**src/rtl/uart_tx_scheduler.sv**
```systemverilog
// uart_tx_scheduler: round-robin arbiter and frame sequencer for shift_divide (req_valid/req_data0/req_data1 in, req_ready/data_send/tx_ctrl/enable_s/busy/frame_done/grant_id out)
module uart_tx_scheduler #(
  parameter int CLKS_PER_BIT   = 4,
  parameter int BITS_PER_FRAME = 10,
  parameter int GAP_CYCLES     = 2
) (
  input  logic       clk,
  input  logic       rst,
  input  logic [1:0] req_valid,
  input  logic [7:0] req_data0,
  input  logic [7:0] req_data1,
  output logic [1:0] req_ready,
  output logic [7:0] data_send,
  output logic       tx_ctrl,
  output logic       enable_s,
  output logic       busy,
  output logic       frame_done,
  output logic       grant_id
);
  localparam int BW = CLKS_PER_BIT > 2 ? $clog2(CLKS_PER_BIT) : 1;
  localparam int NW = BITS_PER_FRAME > 2 ? $clog2(BITS_PER_FRAME) : 1;
  localparam int GW = GAP_CYCLES > 2 ? $clog2(GAP_CYCLES) : 1;
  typedef enum logic [1:0] {IDLE, LOAD, SEND, GAP} state_t;
  state_t        state_q;
  logic          rr_q, tx_q, en_q, busy_q, done_q, gid_q;
  logic [BW-1:0] baud_q;
  logic [NW-1:0] bit_q;
  logic [GW-1:0] gap_q;
  logic [7:0]    data_q;
  logic          any, g, baud_end;
  assign any       = |req_valid;
  assign g         = req_valid == 2'b11 ? rr_q : req_valid[1];
  assign baud_end  = baud_q == BW'(CLKS_PER_BIT - 1);
  assign req_ready = (state_q == IDLE && !rst && any) ? (g ? 2'b10 : 2'b01) : 2'b00;
  assign data_send  = data_q;
  assign tx_ctrl    = tx_q;
  assign enable_s   = en_q;
  assign busy       = busy_q;
  assign frame_done = done_q;
  assign grant_id   = gid_q;
  always_ff @(posedge clk) begin
    if (rst) begin
      state_q <= IDLE;
      rr_q    <= 1'b0;
      baud_q  <= '0;
      bit_q   <= '0;
      gap_q   <= '0;
      data_q  <= '0;
      tx_q    <= 1'b0;
      en_q    <= 1'b0;
      busy_q  <= 1'b0;
      done_q  <= 1'b0;
      gid_q   <= 1'b0;
    end else begin
      tx_q   <= 1'b0;
      en_q   <= 1'b0;
      done_q <= 1'b0;
      case (state_q)
        IDLE: if (any) begin
          data_q  <= g ? req_data1 : req_data0;
          gid_q   <= g;
          rr_q    <= ~g;
          tx_q    <= 1'b1;
          busy_q  <= 1'b1;
          state_q <= LOAD;
        end
        LOAD: begin
          baud_q  <= '0;
          bit_q   <= '0;
          state_q <= SEND;
        end
        SEND: begin
          // tick is registered one cycle ahead so it lands on baud_cnt == CLKS_PER_BIT-1
          en_q   <= baud_q == BW'(CLKS_PER_BIT - 2);
          baud_q <= baud_end ? '0 : baud_q + 1'b1;
          if (baud_end) begin
            bit_q <= bit_q + 1'b1;
            if (bit_q == NW'(BITS_PER_FRAME - 1)) begin
              gap_q   <= '0;
              done_q  <= 1'b1;
              state_q <= GAP;
            end
          end
        end
        GAP: if (gap_q == GW'(GAP_CYCLES - 1)) begin
          busy_q  <= 1'b0;
          state_q <= IDLE;
        end else gap_q <= gap_q + 1'b1;
        default: state_q <= IDLE;
      endcase
    end
  end
endmodule

```
**config.mk**
```make
export PLATFORM = sky130hd
export DESIGN_NAME = uart_tx_scheduler
export DESIGN_NICKNAME = d
export VERILOG_FILES = /design/src/rtl/uart_tx_scheduler.sv
export SDC_FILE = /design/constraint.sdc
export NUM_CORES = 1
export LEC_CHECK = 0
export BUFFER_PORTS_ARGS = -buffer_cell sky130_fd_sc_hd__clkbuf_2
export CAP_MARGIN = 30
export CORE_ASPECT_RATIO = 1.25
export CORE_MARGIN = 1.5
export CORE_UTILIZATION = 49
export CTS_BUF_LIST = sky130_fd_sc_hd__clkbuf_8 sky130_fd_sc_hd__clkbuf_16
export CTS_CLUSTER_SIZE = 40
export DETAILED_ROUTE_END_ITERATION = 6
export PLACE_DENSITY = 0.75
export SLEW_MARGIN = 20
export SYNTH_ARGS = -nofsm -noshare
export SYNTH_HDL_FRONTEND = slang
export SYNTH_SLANG_ARGS = --single-unit
```
**constraint.sdc**
```tcl
create_clock -name clk -period 2.1 [get_ports clk]
set_clock_uncertainty 0.05 [all_clocks]
set_input_delay 0.315 -clock clk [delete_from_list [all_inputs] [get_ports clk]]
set_output_delay 0.315 -clock clk [all_outputs]
set_load 0.01 [all_outputs]
```
Word level (Yosys, flattened, before mapping)
Index checks and enable logic that the tools add are counted.
{ "totals": {"word_cells": 67, "memories": 0, "output_inout_bits": 15, "romBits": 0, "latch_bits": 0, "reg_bits": 23, "mem_bits_rw": 0} }
{ "classes": {"magnitude_cmp": 0, "eq_ne": 11, "reduce_logical": 16, "muxes": 22, "n_div": 0, "addsub": 3, "n_bitwise": 4, "mul": 0, "shifts": 0} }
{ "op_table": {"columns": ["cell", "n"], "rows": [
  ["$mux 2", 7],
  ["$eq 2x2->1 const B", 5],
  ["$mux 1", 8],
  ["$mux 8", 1],
  ["$ne 2x2->1 const B", 4],
  ["$pmux 2 s4", 1],
  ["$pmux 4 s2", 1],
  ["$reduce_and 3->1", 2],
  ["$reduce_bool 2->1", 3],
  ["$reduce_or 2->1", 3],
  ["$add 4x1->4 const B", 1],
  ["$eq 4x4->1 const B", 1],
  ["$mux 4", 1],
  ["$not 1->1", 4],
  ["$pmux 1 s2", 2],
  ["$pmux 2 s2", 1],
  ["$reduce_and 2->1", 2],
  ["$reduce_and 4->1", 1],
  ["$reduce_or 3->1", 1],
  ["$add 2x1->2 const B", 1],
  ["$eq 2x1->1 const B", 1],
  ["$logic_and 1x1->1", 2],
  ["$logic_not 2->1", 1],
  ["$add 1x1->1 const B", 1],
  ["$logic_not 1->1", 1]
]} }

Longest topological paths before layout
Gate-level depths: netlist of the first run.
{ "depth": {"ltp_word": 4, "ltp_mapped": 6, "mapped_depth_nobuf": 5} }

Least setup slack after synthesis of the first run
No wires, ideal clock.
{ "synth_path": {"path_kind": "register to register", "startpoint": "register state_q[0]", "endpoint": "register data_q[0] (netlist: data_send[0])", "t_arrival_ns": 1.379, "setup_time_ns": 0.122, "path_slack_ns": 0.550, "path_stages_with_launch": 7, "t_required_ns": 1.928, "period_less_slack_ns": 1.550, "path_cell_list": "dfxtp_1 inv_1 ha_1 nor2b_4 and3_4 buf_6 a221o_1"} }
{ "synth_between": {"elab_chain_len": 2} }
{ "synth_rtl": {"columns": ["item", "line_no", "rtl"], "rows": [
  ["start, declared", "24", "state_t state_q;"],
  ["start signal, assigned", "43", "state_q <= IDLE;"],
  ["start signal, assigned", "65", "state_q <= LOAD;"],
  ["start signal, assigned", "70", "state_q <= SEND;"],
  ["$logic_not 2->1", "58", "case (state_q)"],
  ["$reduce_and 2->1 (no line)", null, null],
  ["end signal, assigned", "60", "data_q <= g ? req_data1 : req_data0;"],
  ["end, declared", "29", "logic [7:0] data_q;"]
]} }
No other way between the ends.
A chain may end at the register's enable or synchronous reset.

Final worst setup path of the first run
{ "layout_path": {"startpoint": "register state_q[1]", "endpoint": "output port req_ready[1]"} }
{ "layout_between": {"elab_chain_len": 4} }
{ "layout_rtl": {"columns": ["item", "line_no", "rtl"], "rows": [
  ["$logic_not 2->1", "34", "assign req_ready = (state_q == IDLE && !rst && any) ? (g ? 2'b10 : 2'b01) : 2'b00;"],
  ["$logic_and 1x1->1 (2 in series)", "34", null],
  ["$mux 2", "34", null],
  ["end, declared", "12", "output logic [1:0] req_ready,"]
]} }
No other way between the ends.

==> results of run 1 <==
-- layout make-up --
| type | instances | area, um2 | area share, % |
|---|---|---|---|
| multi-input cells | 76 | 581 | 43.7 |
| repair buffers | 35 | 178 | 13.4 |
| flip-flops and latches | 23 | 460 | 34.7 |
| inverters | 7 | 26.3 | 1.98 |
| well taps | 31 | 38.8 | 2.92 |
| clock buffers | 3 | 41.3 | 3.11 |
| clock inverters | 1 | 3.75 | 0.282 |
-- cells in the mapped netlist (all sizes together) --
master	number	area, um2
a221oi	1	15.0
ha	8	100
and2	1	6.26
a21boi	1	7.51
nor3b	9	67.6
o21bai	1	7.51
o221a	2	22.5
a21oi	7	35.0
nand3b	3	22.5
nand2	4	15.0
and2b	1	7.51
and3	3	23.8
nand2b	5	31.3
inv	7	26.3
dfxtp	23	460
a221o	8	80.1
buf	6	42.5
a21o	2	15.0
a31oi	1	6.26
o21ai	5	25.0
nor3	2	10.0
nand4b	1	8.76
o21a	3	22.5
nor2	4	15.0
nor2b	1	13.8
mux2i	1	10.0
nand3	1	5.00
nand4	1	6.26
-- report_power, final --
group | leakage [nW] | internal, W | total (W) | switching (W)
clock network | 0.0269 | 0.000130 | 0.000265 | 0.000135
registers | 0.188 | 0.000519 | 0.000570 | 0.0000511
logic | 0.384 | 0.000236 | 0.000500 | 0.000264
total | 0.599 | 0.000886 | 0.00134 | 0.000450
-- path summary, 6_finish.rpt --
path                startpoint            to  depth (start not counted)
setup reg to reg     baud_q[1]    state_q[1]                          4
hold / removal    req_data1[4]  data_send[4]                          2
hold reg to reg       grant_id      grant_id                          1
setup / recovery    state_q[1]  req_ready[1]                          5
-- flip-flops by register name (all words and copies together) (netlist names) --
signal / count
rr_q: 1
busy: 1
tx_ctrl: 1
enable_s: 1
data_send: 8
state_q: 2
grant_id: 1
bit_q: 4
baud_q: 2
gap_q: 1
frame_done: 1
-- timing repair --
action | CTS | global route
setup endpoints to repair | 0 | 1
resized for setup | 0 | 1
hold buffers | 0 | 0
setup buffers | 0 | 0
-- kinds of logic after synthesis --
group | count (synthesis) | synth area share (%)
and+or+nand+nor | 36 | 21.0
adders and majority gates | 8 | 9.03
AOI/OAI and AO/OA | 31 | 21.3
muxes | 1 | 0.903
buffers and inverters | 13 | 6.21
DFF | 23 | 41.5
-- critical path, delay by kind of cell, from the launching register on --
family	cells	cell delay, ns
AND/OR/NAND/NOR	2	0.48
flip-flops	1	0.35
buffers and inverters	2	0.26
adder cells (fa/ha/maj)	1	0.21
-- placed cells by master, fill, tap and decap left out, types with 2 or more instances in the layout --
cell type,n
clkbuf_2,34
dfxtp_1,23
nor3b_1,9
inv_1,8
a221o_1,8
ha_1,8
a21oi_1,7
nand2b_1,5
o21ai_0,5
nand2_1,4
nor2_1,4
o21a_1,3
nand3b_1,3
clkbuf_8,3
nor3_1,2
a21o_1,2
o221a_2,2
-- routing by layer --
layer,track usage (%),vias to the layer above,part of all wire [%]
met5,0,-,0
met4,6.30,0,0.65
met3,2.92,2,5.1
met2,31.2,32,50
met1,24.3,452,44
li1,-,473,-
-- metrics by stage --
stage	instance area [um2]	util, %	worst slack (ns)
CTS	1330	61.4	0.0677
floorplan	1110	-	0.550
global placement	1280	59.3	0.406
global route	1330	61.4	0.0443
finish	1330	61.4	0.182
detailed placement	1280	59.3	0.362
==> reports/metrics.csv, run 1 <==
metric,value,unit
Row Count,19,
status,completed,
synth warn,0,
drt pass-1 iters,4,
Total GRT Usage,18.9,%
Die H,56.2,um
gpl congestion,0.722,
register-to-register setup slack,0.49,ns
CP max-delay cell,dfxtp_1,
Via density,5.45,
f_max,0.521,GHz
CTS tree,yes,
RSZ-0062 raised after global routing,no,
global-route wire length before repair,3750,um
Filler Cell Count,184,
"CTS clk-pin slew, worst paths",0.08,ns
register bit total from synthesis,23,
layout net count,174,
cell count after placement,172,
H-tree Lvls,1,
pin count of the biggest net entering global routing,19,
HPWL reported at the end of detailed placement,1660,um
ANT nets after route,0,
max cap viols,0,
clk sinks,23,
CP Capture Type,output pin,
Slew headroom,67.0,%
clk buf depth,2,
final setup TNS,0,ns
P&R area growth vs syn,19.9,%
Post-Syn Area,1110,um2
CORE AREA,2160,um2
Critical Path RT,1.74,ns
Max Fanout on Critical Path,10,
Netlist cell types,30,
final hold violation count,0,
Non-Filler Instances,176,
root buffer cell,clkbuf_8,
fin. max-slew vios,0,
sequential-to-total area share from yosys stat,41.5,%
worst skew pair latency,0.26,ns
post-DR wirelength/cell,12.3,um
PD cells,1010,nW/um2
I/O Buffers,34,
cell-by-cell trace of the critical path,"inv_1, ha_1, nor2b_4, and3_2, clkbuf_2",
endpoints failing setup,0,
Die ar.,2560,um2
HP Class,in -> reg,
syn_nets,140,
initial antenna violation count,0,
Final min period,1.92,ns
Worst Setup Start Kind,flop,
via count,959,
vias in the first global route,909,
mean post-synth cell area,9.90,um2
LEAKAGE,0.599,nW
Worst Path Arrival,1.55,ns
cells after synthesis,112,
CTS Buf Count,3,
worst vdd ir,0.554,mV
fraction of layout cells with a size suffix above 1,30.3,%
drt drc,0,
total power,0.00134,W
measured slew at the worst slew-check pin,0.495,ns
DIE WIDTH,45.5,um
starting density of the core,51.2,%
ANT cells,0,
Crit Path Class,reg -> out,
total gr overflow,0,
I/O pin count,35,
Routed WL,2170,um
crit-path max cell delay,0.35,ns
hold slack,0.225,ns
Iter 0 DRT Violations,15,
fin crit share,91.3,%
No activity file was read; power rests on OpenSTA's default activity.
==> run 2, diff against run 1 <==
--- a/config.mk
+++ b/config.mk
@@ -10,7 +10,6 @@
 export CORE_ASPECT_RATIO = 1.25
 export CORE_MARGIN = 1.5
 export CORE_UTILIZATION = 49
-export CTS_BUF_LIST = sky130_fd_sc_hd__clkbuf_8 sky130_fd_sc_hd__clkbuf_16
 export CTS_CLUSTER_SIZE = 40
 export DETAILED_ROUTE_END_ITERATION = 6
 export PLACE_DENSITY = 0.75
==> reports/metrics.csv, run 2 (synthesized netlist as in run 1, its figures left out) <==
metric,value,unit,change
status,completed,,
DIE WIDTH,45.5,um,unchanged
P&R area growth vs syn,18.5,%,
final setup TNS,0,ns,unchanged
total gr overflow,0,,unchanged
worst setup margin,0.170,ns,-0.0118 ns
drt pass-1 iters,4,,unchanged
CTS Buf Count,3,,unchanged
fin. max-slew vios,0,,unchanged
Critical R2R Launch,baud_q[1],,
max cap viols,0,,unchanged
Crit Path Class,reg -> out,,
vias in the first global route,920,,+1.2%
PD cells,969,nW/um2,-3.5%
Worst Setup Start Kind,flop,,
ANT cells,0,,unchanged
I/O Buffers,34,,unchanged
f_max,0.518,GHz,-0.61%
starting density of the core,51.2,%,unchanged
pin count of the biggest net entering global routing,19,,unchanged
Die ar.,2560,um2,unchanged
drt drc,0,,unchanged
"CTS clk-pin slew, worst paths",0.12,ns,+0.04 ns
Largest register FFs,8,,unchanged
Via density,5.36,,-1.6%
clk sinks,23,,unchanged
gpl congestion,0.722,,unchanged
fin crit share,91.9,%,+0.56 points
HP Class,in -> reg,,
Filler Cell Count,189,,+2.7%
CORE AREA,2160,um2,unchanged
ANT nets after route,0,,unchanged
I/O pin count,35,,unchanged
initial antenna violation count,0,,unchanged
Worst Path Arrival,1.56,ns,about the same
"commonest non-fill, non-tap cell in the layout",clkbuf_2,,
worst vdd ir,0.652,mV,+18%
HPWL reported at the end of detailed placement,1660,um,unchanged
Place WS,0.362,ns,unchanged
Critical Path Start,state_q[0],,
Total GRT Usage,19.1,%,+0.13 points
most frequent cells in the layout,"clkbuf_2, dfxtp_1, nor3b_1, a221o_1, ha_1",,
layout net count,174,,unchanged
Worst Setup EP,req_ready[0],,
via count,944,,-1.6%
FF-to-FF path depth,4,,unchanged
endpoints failing setup,0,,unchanged
worst skew pair latency,0.30,ns,+0.04 ns
final hold violation count,0,,unchanged
Final min period,1.93,ns,+0.0118 ns
Slew headroom,67.0,%,about the same
Routed WL,2150,um,-0.88%
Max Fanout on Critical Path,10,,unchanged
post-DR wirelength/cell,12.2,um,-0.88%
root buffer cell,clkbuf_4,,
Iter 0 DRT Violations,14,,-1
measured slew at the worst slew-check pin,0.495,ns,-0.000784 ns
global-route wire length before repair,3770,um,+0.75%
Die H,56.2,um,unchanged
CP Capture Type,output pin,,
CTS tree,yes,,
postcts setup bufs,0,,unchanged
clk buf depth,2,,unchanged
fraction of layout cells with a size suffix above 1,30.3,%,unchanged
Critical Path RT,1.74,ns,about the same
RSZ-0062 raised after global routing,no,,
register-to-register setup slack,0.50,ns,about the same
H-tree Lvls,1,,unchanged
hold buffers post-CTS,0,,unchanged
Row Count,19,,unchanged
LEAKAGE,0.586,nW,-2.2%
worst r2r dst,state_q[1],,
run 2: metrics by stage:
step | power (W) | instances | utilization (%) | cell area (um2) | hold slack (ns)
floorplan | 0.000949 | 112 | - | 1110 | 0.375
global placement | 0.00106 | 172 | 59.3 | 1280 | 0.406
detailed placement | 0.00108 | 172 | 59.3 | 1280 | 0.397
CTS | 0.00128 | 176 | 60.6 | 1310 | 0.164
global route | 0.00137 | 176 | 60.7 | 1310 | 0.168
finish | 0.00127 | 176 | 60.7 | 1310 | 0.173
run 2: area by class of cell:
type	instances	area [um2]	share of cell area, %
clock buffers	4	26.3	2.00
inverters	7	26.3	2.00
repair buffers	35	178	13.5
multi-input cells	76	584	44.5
flip-flops and latches	23	460	35.0
well taps	31	38.8	2.95
run 2: critical path, cell delays in order, from the launching register on:
cell and delay [ns]:
dfxtp_1 0.36, inv_1 0.09, ha_1 0.21, nor2b_4 0.18, and3_4 0.27, clkbuf_2 0.15
run 2: repair_timing:
action / 4_1_cts / 5_1_grt
endpoints found under the setup margin: 1 / 1
gates resized for setup: 1 / 1
cloned: 0 / 0
run 2: worst min-delay path by stage:
stage / from / end / slack, ns / cells past startpoint
finish: req_data1[0] / data_send[0] / 0.17 / 2
global route: req_data0[7] / data_send[7] / 0.17 / 2
detailed placement: grant_id / grant_id / 0.40 / 1
floorplan: req_valid[0] / tx_ctrl / 0.38 / 1
CTS: req_data1[0] / data_send[0] / 0.16 / 2
global placement: grant_id / grant_id / 0.41 / 1
run 2: power by group:
| part | internal (W) | switching (W) |
|---|---|---|
| Sequential | 0.000519 | 0.0000503 |
| Clock | 0.0000740 | 0.000128 |
| Combinational | 0.000238 | 0.000264 |
| Total | 0.000831 | 0.000442 |
run 2: routing by layer:
layer,up-vias,part of all wire [%],global-route usage (%)
li1,472,-,-
met1,440,44,23.7
met2,30,51,32.2
met3,2,4.6,1.95
met4,0,0.60,7.56
met5,-,0,0
